**src/rtl/serial_subtractor.sv**
```systemverilog
// serial_subtractor: bit-serial LSB-first a - b with registered diff/borrow_out.
// Define SUB_ABS_EN to add a NEG state that returns |a - b| in diff.
module serial_subtractor #(
    parameter int WIDTH = 4
) (
    input  logic             clk,
    input  logic             rst_n,
    input  logic             start,
    input  logic [WIDTH-1:0] a,
    input  logic [WIDTH-1:0] b,
    output logic             busy,
    output logic             done,
    output logic [WIDTH-1:0] diff,
    output logic             borrow_out
);
    localparam int CW = $clog2(WIDTH + 1);
`ifdef SUB_ABS_EN
    typedef enum logic [1:0] {IDLE, SHIFT, NEG, DONE} state_t;
`else
    typedef enum logic [1:0] {IDLE, SHIFT, DONE} state_t;
`endif
    state_t           state;
    logic [WIDTH-1:0] a_r, b_r, res, next_res;
    logic [CW-1:0]    cnt;
    logic             bin, sum_bit, bout, last;

    always_comb begin
        sum_bit  = a_r[0] ^ b_r[0] ^ bin;
        bout     = (~a_r[0] & b_r[0]) | (~(a_r[0] ^ b_r[0]) & bin);
        next_res = {sum_bit, res[WIDTH-1:1]};
        last     = cnt == CW'(WIDTH - 1);
    end

    always_ff @(posedge clk or negedge rst_n) begin
        if (!rst_n) begin
            state      <= IDLE;
            a_r        <= '0;
            b_r        <= '0;
            res        <= '0;
            cnt        <= '0;
            bin        <= 1'b0;
            busy       <= 1'b0;
            done       <= 1'b0;
            diff       <= '0;
            borrow_out <= 1'b0;
        end else begin
            case (state)
                IDLE: if (start) begin
                    a_r   <= a;
                    b_r   <= b;
                    bin   <= 1'b0;
                    cnt   <= '0;
                    busy  <= 1'b1;
                    state <= SHIFT;
                end
                SHIFT: begin
                    a_r <= a_r >> 1;
                    b_r <= b_r >> 1;
                    res <= next_res;
                    bin <= bout;
                    cnt <= cnt + 1'b1;
                    if (last) begin
`ifdef SUB_ABS_EN
                        state <= NEG;
`else
                        state      <= DONE;
                        busy       <= 1'b0;
                        done       <= 1'b1;
                        diff       <= next_res;
                        borrow_out <= bout;
`endif
                    end
                end
`ifdef SUB_ABS_EN
                NEG: begin
                    state      <= DONE;
                    busy       <= 1'b0;
                    done       <= 1'b1;
                    diff       <= bin ? -res : res;
                    borrow_out <= bin;
                end
`endif
                DONE: begin
                    done  <= 1'b0;
                    state <= IDLE;
                end
                default: state <= IDLE;
            endcase
        end
    end
endmodule
```
**config.mk**
```make
export PLATFORM = sky130hd
export DESIGN_NAME = serial_subtractor
export DESIGN_NICKNAME = d
export VERILOG_FILES = /design/src/rtl/serial_subtractor.sv
export SDC_FILE = /design/constraint.sdc
export NUM_CORES = 1
export LEC_CHECK = 0
export ABC_AREA = 1
export BUFFER_PORTS_ARGS = -buffer_cell sky130_fd_sc_hd__buf_2
export CORE_MARGIN = 5
export CORE_UTILIZATION = 49
export CTS_BUF_LIST = sky130_fd_sc_hd__clkbuf_16
export CTS_CLUSTER_DIAMETER = 40
export DETAILED_ROUTE_END_ITERATION = 10
export GPL_ROUTABILITY_DRIVEN = 1
export GPL_TIMING_DRIVEN = 0
export PLACE_DENSITY = 0.72
export SLEW_MARGIN = 20
export SYNTH_ARGS = -nofsm -noshare
export SYNTH_HDL_FRONTEND = slang
export SYNTH_SLANG_ARGS = --single-unit
```
**constraint.sdc**
```tcl
create_clock -name clk -period 1.5 [get_ports clk]
set_input_delay 0.225 -clock clk [delete_from_list [all_inputs] [get_ports clk]]
set_output_delay 0.225 -clock clk [all_outputs]
set_load 0.02 [all_outputs]
```
# Yosys cells after proc, flatten, opt, wreduce, memory -nomap -nowiden
# Cells that the tools add are included.
[op_classes]
n_eq_ne = 5
mux = 16
addsub = 1
reduce_logical = 8
n_bitwise = 7
[op_table]
columns = ["cell", "n"]
rows = [
  ["4-bit case mux with 2 select lines", 2],
  ["4-bit 2-to-1 mux", 2],
  ["2-bit AND reduction", 4],
  ["1-bit case mux with 2 select lines", 3],
  ["3-bit case mux with 2 select lines", 1],
  ["1-bit 2-to-1 mux", 4],
  ["2-bit 2-to-1 mux", 2],
  ["2-bit inequality test (second input constant)", 2],
  ["2-bit case mux with 2 select lines", 1],
  ["2-bit nonzero test", 2],
  ["3-bit by 1-bit adder with 3-bit output (second input constant)", 1],
  ["3-bit by 2-bit equality test with 1-bit output (second input constant)", 1],
  ["3-bit 2-to-1 mux", 1],
  ["3-bit AND reduction", 1],
  ["1-bit AND", 2],
  ["2-bit by 1-bit equality test with 1-bit output (second input constant)", 1],
  ["2-bit equality test (second input constant)", 1],
  ["2-bit zero test", 1],
  ["1-bit NOT", 2],
  ["1-bit bitwise XOR", 2],
  ["1-bit bitwise OR", 1],
]
[word_totals]
regBits = 25

# Depth between registers and ports, before layout
# Gate-level depths: netlist (run 1).
[depth]
depth_word = 5
depth_mapped = 7
ltp_nobuf = 6

# Least setup slack after synthesis (run 1)
# OpenSTA, ideal clock, no wires.
[synth_path]
path_kind = "reg-to-reg"
startpoint = "register cnt[0]"
endpoint = "register diff[1]"
setup_ns = 0.074
arrival_ns = 1.101
path_buffers = 1
slack_ns = 0.325
stages_incl_launch_ff = 7
cell_sequence = "dfrtp_1 -> ha_1 -> ha_1 -> nand2_2 -> buf_6 -> nand2_1 -> o21ai_2"
[synth_via]
elab_chain_cells = 2
[synth_rtl]
columns = ["element", "line", "rtl"]
rows = [
  ["from (decl)", "24", "logic [CW-1:0] cnt;"],
  ["from (signal assigned)", "61", "cnt <= cnt + 1'b1;"],
  ["3-bit by 2-bit equality test with 1-bit output", "31", "last = cnt == CW'(WIDTH - 1);"],
  ["2-bit AND reduction (no line)", "n/a", ""],
  ["to (signal assigned)", "69", "diff <= next_res;"],
  ["to (decl)", "13", "output logic [WIDTH-1:0] diff,"],
]
# Every way passes these cells.
# A chain may end at the register's enable or synchronous reset.

# Worst setup path after layout (run 1)
# Same ends and word-level chain as after synthesis.

==> impl_metrics.tcl, run 1 <==
set metrics [dict create \
    placed_cell_area_mm2 0.00126 \
    min_period_ns 1.27 \
    die_y_um 58.3 \
    crit_path_max_fanout 10 \
    p_int_mw 1.85 \
    worst_pin_slew_ns 0.530 \
    clkPwrFrac_pct 18.6 \
    dp.cells 170 \
    fin_setup_tns_ns 0 \
    pwr-share-comb_pct 45.3 \
    finalNetCount 162 \
    yosysSeqAreaShare_pct 52.5 \
    end_kind "flop" \
    reg2reg_from "cnt[0]" \
    cts-root-buf "clkbuf_16" \
    cts_hold_buffers 1 \
    min_to "a_r[3]" \
    drt_wl_total_um 2090 \
    routabilityCongestion 0.756 \
    fin_ws_ns 0.229 \
    dp_slack_ns 0.232 \
    start_util_pct 51.8 \
    hold_ws_ns 0.180 \
    dr.pass1.iters 4 \
    fin_util_pct 61.2 \
    layout-drive-gt1-share_pct 25.9 \
    vias 845 \
    hold_viol_final 0 \
    pwr-share-seq_pct 36.0 \
    nFillCells 217 \
    postCtsSetupBuffers 0 \
    cp.required_ns 1.68 \
    switchingPower_mw 1.22 \
    synth.distinct_cells 17 \
    die_w_um 58.3 \
    skew_ns 0.00389 \
    cts_sinks 24 \
    drv_slew 0 \
    p_sw_share_pct 39.8 \
    dr.first_iter.drc_count 17 \
    final_area_mm2 0.00135 \
    hold_start "a[3]" \
    ir_worst_vdd_mv 1.11 \
    p_per_area_mw_per_mm2 2260 \
    grt_use_met3_pct 2.41 \
    reg2reg_depth 6 \
    rsz0062_at_grt "no" \
    clk_transition_reported_paths_ns 0.06 \
    drc_errors 0 \
    pin_count 18 \
    grt_max_degree 25 \
    io_buffers 17 \
    post_cts_resized 0 \
    setup_viol 0 \
    synth-seq-cells 24 \
    synthesis.area_mm2 0.00114 \
    grt_pass1_wl_um 3750 \
    grt_pass1_vias 905 \
    r2r_end "diff[1]" \
    met2_usage_pct 23.6 \
    cts-buffers-inserted 3 \
    stdcell_count 175 \
    via_per_inst 4.83 \
    drv_cap 0 \
    postRouteAntennaNets 0 \
    area_growth_pct 18.3 \
    design.die.area_mm2 0.00340 \
    fmax_mhz 787 \
    clock_path_buffers 2 \
    dp_hpwl_um 1480 \
    relSlewSlack_pct 64.7 \
    period_share_pct 84.7 \
    gr-max-usage-layer "met2" \
    netlist_instances 125 \
    critPathKind "reg -> reg" \
    placementRows 17 \
    cts_tree "built" \
    gr-usage-all-layers_pct 14.2 \
    antenna_cells 0 \
    grt_overflow 0 \
    htreeDepth 1 \
    min_path_cells 3 \
    rrSetupSlack_ns 0.23 \
    p_leak_nw 0.725 \
    globalRouteMet1Util_pct 17.7 \
    status "finished, final reports clean" \
    critPathArrivalTime_ns 1.46 \
    start_kind "flop" \
    yosysWarnings 0 \
    syn_nets 139 \
    syn_avg_cell_area_um2 9.16 \
    min_path_type "in -> reg" \
    core_mm2 0.00221 \
    wl_per_cell_um 11.9 \
    antenna_found_initial 0 \
    clkLatencyLatePin_ns 0.25 \
    p_total_mw 3.07 \
]
[cells by family (layout without fill, tap and decap cells)]
| family | Yosys count | count (layout) | share of synthesized area, % |
|---|---|---|---|
| AND/OR/NAND/NOR | 57 | 57 | 24.0 |
| adder cells (fa/ha/maj) | 3 | 3 | 3.93 |
| flip-flops | 24 | 24 | 52.5 |
| AO/OA/AOI/OAI | 14 | 14 | 7.76 |
| buffers and inverters | 27 | 49 | 11.8 |
[cells in the mapped netlist]
| cell type | count | area [um2] |
|---|---|---|
| a21oi_1 | 1 | 5.00 |
| buf_4 | 1 | 7.51 |
| buf_6 | 4 | 45.0 |
| dfrtp_1 | 24 | 601 |
| fa_1 | 1 | 20.0 |
| ha_1 | 2 | 25.0 |
| inv_1 | 20 | 75.1 |
| inv_2 | 2 | 7.51 |
| nand2_1 | 29 | 109 |
| nand2_2 | 2 | 12.5 |
| nand2_4 | 2 | 22.5 |
| nand3_1 | 21 | 105 |
| nor2_1 | 1 | 3.75 |
| nor2_4 | 2 | 22.5 |
| o21ai_0 | 6 | 30.0 |
| o21ai_1 | 2 | 10.0 |
| o21ai_2 | 5 | 43.8 |
[per-layer routing]
layer | routed length, um | vias up
met5 | 0 | -
met4 | 25 | 0
met1 | 1050 | 392
met3 | 91 | 2
met2 | 915 | 17
li1 | - | 434
[layout by cell type, fill, tap and decap left out]
master / count
o21ai_0: 6
inv_1: 20
a21oi_1: 1
ha_1: 2
buf_4: 1
buf_6: 4
inv_2: 2
o21ai_2: 5
nand2_4: 2
clkinv_1: 1
o21ai_1: 2
nand2_1: 29
nand2_2: 2
dfrtp_1: 24
nor2_4: 2
dlygate4sd3_1: 1
buf_2: 17
clkbuf_16: 3
nand3_1: 21
fa_1: 1
nor2_1: 1
[power groups by stage]
stage          Clock [mW]  Combinational [mW]  Sequential [mW]
2_1_floorplan           0               0.982             1.19
3_3_place_gp            0                1.36             1.10
3_5_place_dp            0                1.40             1.11
4_1_cts             0.582                1.42             1.11
5_1_grt             0.618                1.58             1.13
6_report            0.572                1.39             1.10
[worst max-delay path by stage]
stage                    to  slack [ns]   start  depth (start not counted)
finish              diff[1]        0.23  cnt[0]                          6
global route        diff[1]        0.16  cnt[0]                          6
CTS                 diff[1]        0.21  cnt[0]                          6
detailed placement  diff[1]        0.23  cnt[0]                          6
global placement    diff[3]        0.27  cnt[0]                          6
floorplan           diff[1]        0.32  cnt[0]                          6
[registers in the layout (all words and copies together), names as in the netlist]
register / flops
borrow_out: 1
busy: 1
state: 2
bin: 1
a_r: 4
done: 1
res: 3
diff: 4
cnt: 3
b_r: 4
[final cells by class]
class	count	area, um2	area share [%]
multi-input cells	74	409	30.2
flip-flops and latches	24	601	44.4
inverters	22	82.6	6.10
repair buffers	18	95.1	7.02
clock buffers	3	75.1	5.55
well taps	28	35.0	2.59
plain buffers	5	52.6	3.88
clock inverters	1	3.75	0.277
[worst max-delay path, stage by stage, from the launching register on]
cell and delay [ns]:
dfrtp_1 0.40, ha_1 0.21, ha_1 0.21, nand2_2 0.10, buf_6 0.15, nand2_1 0.08
o21ai_2 0.05
Note: power is estimated with default switching activity, not from simulation.
==> run 2, diff against run 1 <==
Settings changed: ABC_AREA 1 to 0, CORE_UTILIZATION 49 to 48, PLACE_DENSITY 0.72 to 0.73.
Clock period 1.5 ns to 1.1 ns, I/O delays scaled along.
==> impl_metrics.tcl, run 2 <==
set metrics [dict create \
    synth_top_family_by_area "compound AO/OA/AOI/OAI gates" \
    cts-buffers-inserted 3 \
    p_per_area_mw_per_mm2 3250 \
    die_w_um 57.5 \
    yosysSeqAreaShare_pct 55.6 \
    worst_pin_slew_ns 0.531 \
    synth_compound_area_share_pct 16.3 \
    cpPeakStageDelay_ns 0.39 \
    ir_worst_vdd_mv 1.93 \
    grt_overflow 0 \
    crit_path_max_fanout 7 \
    skew_ns 0.00603 \
    synth-edff-count 0 \
    slowest_stage "dfrtp_1" \
    synthTopCellsByArea "dfrtp_1, o22ai_1, mux2_1, o21ai_0, inv_1" \
    status "finished, violations left" \
    end_kind "flop" \
    start_kind "flop" \
    fin_ws_ns -0.229 \
    clkPwrFrac_pct 20.6 \
    antenna_found_initial 0 \
    synth_top_area_cell "dfrtp_1" \
    netlist_instances 89 \
    vias 810 \
    drv_slew 0 \
    drt_wl_total_um 2190 \
    yosys.area_share.xor_xnor_pct 0 \
    path_delay_family "flip-flops" \
    switchingPower_mw 1.62 \
    dr.pass1.iters 4 \
    synth-main-ff-cell "dfrtp_1" \
    pin_count 18 \
    pwr-share-comb_pct 47.9 \
    hold_viol_final 0 \
    core_mm2 0.00219 \
    layout_commonest_cell "dfrtp_1" \
    fin_util_pct 69.2 \
    cts_tree "built" \
    die_y_um 57.5 \
    pwr-share-seq_pct 31.5 \
    wl_per_cell_um 14.5 \
    failed_checks "setup timing" \
    period_share_pct 121 \
    synth_top_area_share_pct 55.6 \
    via_per_inst 5.36 \
    reg.largest.list "a_r: 4 flops, b_r: 4 flops, diff: 4 flops" \
    drc_errors 0 \
    setup_viol 14 \
    area_growth_pct 40.3 \
    synth_mux_area_share_pct 8.56 \
    gr-usage-all-layers_pct 14.3 \
    path_cells "ha_2 > ha_4 > nand3b_4 > mux2_4" \
    dp_slack_ns -0.227 \
    clkLatencyLatePin_ns 0.25 \
    start_util_pct 49.3 \
    synthSimpleGateAreaFrac_pct 9.49 \
    synth_fa_ha_area_share_pct 4.17 \
    dp.cells 134 \
    htreeDepth 1 \
    syn_avg_cell_area_um2 12.1 \
    cts-root-buf "clkbuf_16" \
    placementRows 17 \
    synth.distinct_cells 26 \
    clock_path_buffers 2 \
    final_cell_mix "dfrtp_1, buf_2, buf_4" \
    yosysWarnings 0 \
    synth-seq-cells 24 \
    antenna_cells 0 \
    finalNetCount 138 \
    netlist_top_cells_count "dfrtp_1, o22ai_1, inv_1" \
    design.die.area_mm2 0.00330 \
    path_buf_inv 0 \
    rsz0062_at_grt "yes" \
    yosysMostFrequentCell "dfrtp_1" \
    cts_sinks 24 \
    syn_nets 103 \
    drv_cap 0 \
    async_flop_share_pct 100 \
    synthesis.area_mm2 0.00108 \
    p_sw_share_pct 32.8 \
    relSlewSlack_pct 64.6 \
    p_int_mw 3.31 \
    clk_transition_reported_paths_ns 0.06 \
    postRouteAntennaNets 0 \
    cp.required_ns 1.23 \
    dp_hpwl_um 1430 \
    critPathArrivalTime_ns 1.46 \
    routabilityCongestion 0.719 \
    layout-drive-gt1-share_pct 51.2 \
    stdcell_count 151 \
    fin_setup_tns_ns -1.64 \
    io_buffers 17 \
    min_path_type "in -> reg" \
    critPathKind "reg -> reg" \
    p_leak_nw 0.713 \
    dr.first_iter.drc_count 15 \
    grt_pass1_vias 829 \
    min_period_ns 1.33 \
    grt_pass1_wl_um 3670 \
    grt_max_degree 25 \
    fmax_mhz 752 \
    p_total_mw 4.93 \
]
-- run 2: cell count changes after synthesis, moves of 4 or more --
cell     before  now
a21oi_1       1    5
inv_1        20    7
mux2_1        0    4
nand2_1      29    5
nand3_1      21    0
o21ai_2       5    0
o22ai_1       0   10
-- run 2: area by class of cell --
class | instances | area [um2]
tap | 28 | 35.0
clock buffer | 3 | 75.1
buffer | 4 | 41.3
fill | 166 | 674
multi-input combinational | 54 | 507
inverter | 7 | 30.0
sequential | 24 | 601
timing repair buffer | 30 | 198
clock inverter | 1 | 30.0
-- run 2: power by group through the flow --
stage	registers (mW)	logic (mW)	clock network (mW)
floorplan	1.63	1.28	0
global placement	1.52	1.75	0
detailed placement	1.55	1.80	0
CTS	1.52	1.94	1.04
global route	1.60	2.57	1.08
finish	1.55	2.36	1.02
-- run 2: kinds of logic (layout without fill, tap and decap cells) --
family	Yosys count	count (layout)
AOI/OAI and AO/OA	28	28
and+or+nand+nor	15	15
DFF	24	24
buffers and inverters	11	45
adders and majority gates	3	3
muxes	8	8
-- run 2: worst register-to-register path, stage by stage, from the launching register on --
cell	delay, ns
dfrtp_1	0.39
ha_2	0.19
ha_4	0.17
nand3b_4	0.13
mux2_4	0.32
-- run 2: per-layer routing --
metal / track usage (%) / wire [um]
met3: 2.71 / 82
met4: 6.95 / 17
met5: 0 / 0
met1: 17.8 / 960
met2: 23.7 / 1130
-- run 2: worst paths after layout --
| check | slack (ns) | from | end | cells past startpoint |
|---|---|---|---|---|
| min in group asynchronous | 0.42 | rst_n | b_r[3] | 2 |
| hold reg to reg | 0.50 | busy | busy | 2 |
| hold / removal | 0.14 | b[3] | b_r[3] | 3 |
| max in group asynchronous | 0.32 | rst_n | cnt[0] | 2 |
| setup reg to reg | -0.23 | cnt[1] | diff[1] | 4 |
| setup / recovery | -0.23 | cnt[1] | diff[1] | 4 |
-- run 2: per-stage QoR --
stage	instance area (um2)	hold slack, ns
CTS	1390	0.140
floorplan	1110	-0.131
global route	1520	0.156
global placement	1230	0.174
finish	1520	0.142
detailed placement	1230	0.173
-- run 2: repair_timing --
item | CTS | global route
resized for setup | 4 | 19
pin swaps | 6 | 11
gates cloned | 0 | 1
hold buffers | 1 | 0
buffers inserted | 4 | 7
hold endpoints to repair | 24 | 0
setup endpoints to repair | 14 | 18
